<file path="config.mk">
export PLATFORM = sky130hd
export DESIGN_NAME = usr_shift_sequencer
export DESIGN_NICKNAME = d
export VERILOG_FILES = /design/src/rtl/usr_shift_sequencer_pkg.sv /design/src/rtl/usr_shift_sequencer.sv
export SDC_FILE = /design/constraint.sdc
export NUM_CORES = 1
export LEC_CHECK = 0
export ABC_AREA = 1
export CORE_AREA = 2 2 39 41
export CTS_CLUSTER_DIAMETER = 120
export DETAILED_ROUTE_END_ITERATION = 8
export DIE_AREA = 0 0 41 43
export DONT_BUFFER_PORTS = 1
export GPL_TIMING_DRIVEN = 0
export HOLD_SLACK_MARGIN = 0.08
export PLACE_DENSITY = 0.72
export SYNTH_ARGS = -nofsm -noshare
export SYNTH_HDL_FRONTEND = slang
export SYNTH_SLANG_ARGS = --single-unit
</file>
<file path="constraint.sdc">
create_clock -name clk -period 1.7 [get_ports clk]
set_clock_uncertainty 0.1 [all_clocks]
set_input_delay 0.255 -clock clk [delete_from_list [all_inputs] [get_ports clk]]
set_output_delay 0.255 -clock clk [all_outputs]
set_load 0.01 [all_outputs]
</file>
<file path="src/rtl/usr_shift_sequencer_pkg.sv">
// Shared encodings for the universal shift register sequencer: register mode
// codes, sequencer states and shift-direction values.
package usr_shift_sequencer_pkg;

  localparam logic [1:0] SEL_HOLD = 2'b00;
  localparam logic [1:0] SEL_UP   = 2'b01;
  localparam logic [1:0] SEL_DN   = 2'b10;
  localparam logic [1:0] SEL_LOAD = 2'b11;

  localparam logic DIR_UP = 1'b0;
  localparam logic DIR_DN = 1'b1;

  typedef enum logic [1:0] {
    ST_IDLE  = 2'b00,
    ST_LOAD  = 2'b01,
    ST_SHIFT = 2'b10,
    ST_DONE  = 2'b11
  } state_e;

endpackage

</file>
<file path="src/rtl/usr_shift_sequencer.sv">
// Sequences one parallel load followed by WIDTH shifts of a universal shift
// register per accepted word, streaming out the bits that leave the register.
module usr_shift_sequencer
  import usr_shift_sequencer_pkg::*;
#(
  parameter int WIDTH = 4,
  parameter int CNT_W = $clog2(WIDTH + 1)
) (
  input  logic             clk,
  input  logic             rst,
  input  logic             in_valid,
  output logic             in_ready,
  input  logic [WIDTH-1:0] in_data,
  input  logic             in_dir,
  input  logic             in_fill,
  input  logic             abort,
  output logic [1:0]       sel,
  output logic [WIDTH-1:0] pi,
  output logic             sl_r,
  output logic             sl_l,
  input  logic [WIDTH-1:0] z_in,
  output logic             ser_bit,
  output logic             ser_valid,
  output logic             busy,
  output logic             done
);

  state_e           state_q, state_d;
  logic [CNT_W-1:0] cnt_q, cnt_d;
  logic [WIDTH-1:0] data_q, data_d;
  logic             dir_q, dir_d;
  logic             fill_q, fill_d;

  always_ff @(posedge clk or posedge rst) begin
    if (rst) begin
      state_q <= ST_IDLE;
      cnt_q   <= '0;
      data_q  <= '0;
      dir_q   <= 1'b0;
      fill_q  <= 1'b0;
    end else begin
      state_q <= state_d;
      cnt_q   <= cnt_d;
      data_q  <= data_d;
      dir_q   <= dir_d;
      fill_q  <= fill_d;
    end
  end

  always_comb begin
    state_d = state_q;
    cnt_d   = cnt_q;
    data_d  = data_q;
    dir_d   = dir_q;
    fill_d  = fill_q;
    case (state_q)
      ST_IDLE: begin
        // abort has no meaning here, so a simultaneous request still goes through
        if (in_valid) begin
          data_d  = in_data;
          dir_d   = in_dir;
          fill_d  = in_fill;
          state_d = ST_LOAD;
        end
      end
      ST_LOAD: begin
        if (abort) begin
          state_d = ST_IDLE;
        end else begin
          cnt_d   = '0;
          state_d = ST_SHIFT;
        end
      end
      ST_SHIFT: begin
        if (abort) begin
          state_d = ST_IDLE;
        end else begin
          cnt_d = cnt_q + CNT_W'(1);
          if (cnt_q == CNT_W'(WIDTH - 1)) state_d = ST_DONE;
        end
      end
      ST_DONE: state_d = ST_IDLE;
      default: state_d = ST_IDLE;
    endcase
  end

  // Everything except ser_bit decodes from registered state only.
  always_comb begin
    sel       = SEL_HOLD;
    sl_r      = 1'b0;
    sl_l      = 1'b0;
    ser_valid = 1'b0;
    done      = 1'b0;
    in_ready  = 1'b0;
    busy      = 1'b1;
    case (state_q)
      ST_IDLE: begin
        in_ready = 1'b1;
        busy     = 1'b0;
      end
      ST_LOAD:  sel = SEL_LOAD;
      ST_SHIFT: begin
        sel       = (dir_q == DIR_DN) ? SEL_DN : SEL_UP;
        sl_r      = (dir_q == DIR_UP) ? fill_q : 1'b0;
        sl_l      = (dir_q == DIR_DN) ? fill_q : 1'b0;
        ser_valid = 1'b1;
      end
      ST_DONE:  done = 1'b1;
      default: begin
        in_ready = 1'b0;
        busy     = 1'b1;
      end
    endcase
  end

  assign pi      = data_q;
  assign ser_bit = (dir_q == DIR_DN) ? z_in[0] : z_in[WIDTH-1];

  // Interior register bits are fed back but only the end bits ever leave.
  logic unused_z;
  assign unused_z = ^z_in;

endmodule

</file>
Word-level counts from Yosys, hierarchy flattened
Cells that the tools add are included.
Word-level totals
  register bits after elaboration: 11
  input bits: 14
  word-level logic and storage cells: 38
Operators by class
  add/subtract/negate cells: 1
  eq/ne operators: 8
  muxes and demuxes: 19
  reductions and logical operators: 5
Operators with widths (number)
  2-bit two-way mux: 5
  1-bit two-way mux: 9
  2-bit one-hot mux with 4 select lines: 1
  3-bit two-way mux: 2
  2-bit != test, second input constant: 3
  3-bit one-hot mux with 2 select lines: 1
  2-bit == test, second input constant: 2
  2-bit one-hot mux with 2 select lines: 1
  2-bit AND reduction: 2
  3-bit by 1-bit adder with 3-bit output, second input constant: 1
  3-bit by 2-bit == test with 1-bit output, second input constant: 1
  3-bit != test, second input constant: 1
  3-bit AND reduction: 1
  2-bit by 1-bit == test with 1-bit output, second input constant: 1
  2-bit logical NOT: 1
  2-bit nonzero test: 1

Logic depth before layout (Yosys ltp)
  depth after elaboration: 4
  mapped depth: 7
  mapped depth without buffers: 7

Worst setup path after synthesis
Ideal clock, no wire load.
  path type: register -> output
  start point: reg state_q[0]
  end point: out sel[0]
  arrival: 1.077 ns
  slack: 0.268 ns
  stages on the path, launching flop included: 5
  buffers on the path: 0
  cells stage by stage: dfrtp_1 -> inv_1 -> ha_1 -> nand2_1 -> a21oi_1
On the way
  longest elaborated chain between the ends: 2
  elaborated cells on any way between the ends: 3
RTL lines
  start, declared: RTL line usr_shift_sequencer.sv:28  | state_e state_q, state_d;
  start signal, assigned: RTL line usr_shift_sequencer.sv:42  | state_q <= state_d;
  2-bit == test / 2-bit by 1-bit == test with 1-bit output (equally long branches): RTL line usr_shift_sequencer.sv:96  | case (state_q)
  2-bit one-hot mux with 2 select lines *: RTL line usr_shift_sequencer.sv:96
  end, declared: RTL line usr_shift_sequencer.sv:17  | output logic [1:0] sel,
Every way passes the cells marked *; elsewhere a longest branch is shown, timed or not.

Worst setup path after layout
  start point: reg state_q[1]
  end point: out sel[0]
The elaborated chain is that of the path after synthesis.

==> reports/results.ini <==
[global_route]
grt_start_max_net_pins = 12
wire_length_of_the_first_global_routing_pass_um = 2130
antenna_found_initial = 0
grt_pass1_vias = 497
grt_remaining_overflow = 0
grt_usage = 0.187

[timing]
grt_setup_unrepaired = false
slew-limit-headroom = 0.706
final_min_period_over_clock_period = 0.960
report.final.setup_viol = 0
layout_setup_ws_ns = 0.0676
sum_of_negative_setup_slack_ns = 0
fmaxAchievable_mhz = 613
final-hold-violation-count = 0
finalCriticalPeriod_ns = 1.63
final.hold.worst_slack_ns = 0.115
max_slew_violation_count = 0
worstMarginPinSlew_ns = 0.440

[power]
ir_worst_vdd_mv = 0.727
power.density_cell_area_nw_per_um2 = 1710
static-leakage-power_nw = 0.425
power.total_mw = 1.41

[route]
wl_um = 1370
met3RoutedLength_um = 101
top_layer = met4
met2RoutedLength_um = 638
detail_route.first_pass.iterations = 4
detail_route.wl_per_cell_um = 12.0
route.detailed.drc = 0
vias_per_cell = 4.97
detailroute.via_count = 567
detailedRoute.firstIterationViolations = 7
detail-route-antenna-nets = 0
m1WireLength_um = 577

[logic_synthesis]
post_synth_num_cell_types = 10
synthesis.area_per_instance_sq_um = 7.57
synth_cells = 82
mappedNetlistNets = 103
synth.yosys.warnings = 0
postSynthRegisterBits = 11
synth.cell_area_sq_um = 621
ys_seq_area_frac = 0.444

[clocking]
clk_transition_reported_paths_ns = 0.08
cts-htree-levels = 1
cts_tree = done
cts_buffers = 3
cts_root_buf = sky130_fd_sc_hd__clkbuf_4
cts_max_path_buffers = 2
cts_num_sinks = 11
clk_latency_ns = 0.28

[floorplanning]
die_area_sq_um = 1760
die_h_um = 43
floorplan.io_pins = 27
coreArea_sq_um = 1380
initial_core_util = 0.448
die_width_um = 41
floorplan.rows = 14

[cells_and_area]
layout.cells.most_common = sky130_fd_sc_hd__nand2_1
post-route-util = 0.595
layoutNonFillerInstCount = 114
area_growth_syn_to_layout_pct = 32.7
nNetsFinal = 120
nFillCells = 130
layout-drive-gt1-share = 0.214
finished_layout_cell_area_sq_um = 823
insertedDiodeCount = 0
final_cell_mix = 32 x sky130_fd_sc_hd__nand2_1, 10 x sky130_fd_sc_hd__dfrtp_1, 9 x sky130_fd_sc_hd__dlygate4sd3_1

[place]
dpl.hpwl_um = 953
placedCellCount = 98
dp_worst_setup_slack_ns = 0.0964
gpl.final_weighted_congestion = 0.709
buffers_added_on_ports = 0
dpl-instance-area_sq_um = 641

[worst_hold_path]
hp-class = in2reg

[worst_setup_path]
critical_path.most_common_cell = sky130_fd_sc_hd__inv_2
worstSetupPathType = reg2out
worst_ep_arrival_time_ns = 1.28
worst_path_largest_cell_delay_ns = 0.42
cp_cell_sequence = inv_2 -> ha_2 -> inv_2 -> a21oi_2
timing.critical_path.fanout_max = 3
startpoint_types = flop
worstPathRequired_ns = 1.34
timing.critical_path.slowest_stage_cell = sky130_fd_sc_hd__dfrtp_2
end_kind = output port

[run_status]
outcome = complete, no violations

[job]
cap_violations = 0

==> logic make-up (layout without fill, tap and decap cells) <==
logic type	Yosys count	after routing	synth area share
buffers and inverters	11	27	0.0665
DFF	11	11	0.444
AOI/OAI and AO/OA	6	6	0.0484
and+or+nand+nor	47	47	0.300
adders and majority gates	7	7	0.141
==> cell usage after synthesis, drive strengths merged <==
| master | n | area share |
|---|---|---|
| ha | 7 | 0.14 |
| nor2 | 8 | 0.048 |
| nand2 | 33 | 0.20 |
| inv | 11 | 0.067 |
| dfrtp | 11 | 0.44 |
| a21oi | 4 | 0.032 |
| nand3 | 6 | 0.048 |
| o21ai | 2 | 0.016 |
==> state kept, by name, indices dropped and copies added (netlist names) <==
| register | flops |
|---|---|
| pi | 4 |
| cnt_q | 3 |
| state_q | 2 |
| dir_q | 1 |
| fill_q | 1 |
==> critical path, delay by kind of cell, from the launching register on <==
family                     cells  cell delay [ns]
AOI/OAI and AO/OA              1             0.16
adders and majority gates      1             0.32
buffers and inverters          2             0.09
DFF                            1             0.42
==> worst paths after layout <==
path | start | endpoint | slack, ns | depth (start not counted)
max in group asynchronous | rst | state_q[1] | 0.86 | 2
min reg2reg | cnt_q[1] | cnt_q[1] | 0.39 | 2
max reg2reg | state_q[0] | dir_q | 0.34 | 5
min | in_valid | fill_q | 0.12 | 2
max | state_q[1] | sel[0] | 0.07 | 4
min in group asynchronous | rst | cnt_q[1] | 0.31 | 2
==> metal layers <==
metal / global-route usage / up-vias
met5: 0 / -
met4: 0.140 / 0
met3: 0.0419 / 7
met2: 0.259 / 22
met1: 0.242 / 253
li1: - / 285
==> report_power, final <==
part | internal, mW | switching, mW
combinational | 0.292 | 0.437
sequential | 0.374 | 0.117
clock | 0.0912 | 0.0980
total | 0.758 | 0.652
==> layout make-up <==
| type | count | area (sq um) | area share |
|---|---|---|---|
| well taps | 16 | 20.0 | 0.0243 |
| repair buffers | 12 | 125 | 0.152 |
| inverters | 11 | 41.3 | 0.0502 |
| multi-input cells | 60 | 334 | 0.406 |
| flip-flops and latches | 11 | 277 | 0.336 |
| clock buffers | 4 | 26.3 | 0.0319 |
==> repair_timing <==
action,in CTS,in global routing
pin swaps,0,1
gates resized for setup,7,5
endpoints found under the hold margin,20,0
setup buffers,0,3
hold buffers,9,0
setup endpoints to repair,5,4
Note: power is estimated with default switching activity, not from simulation.
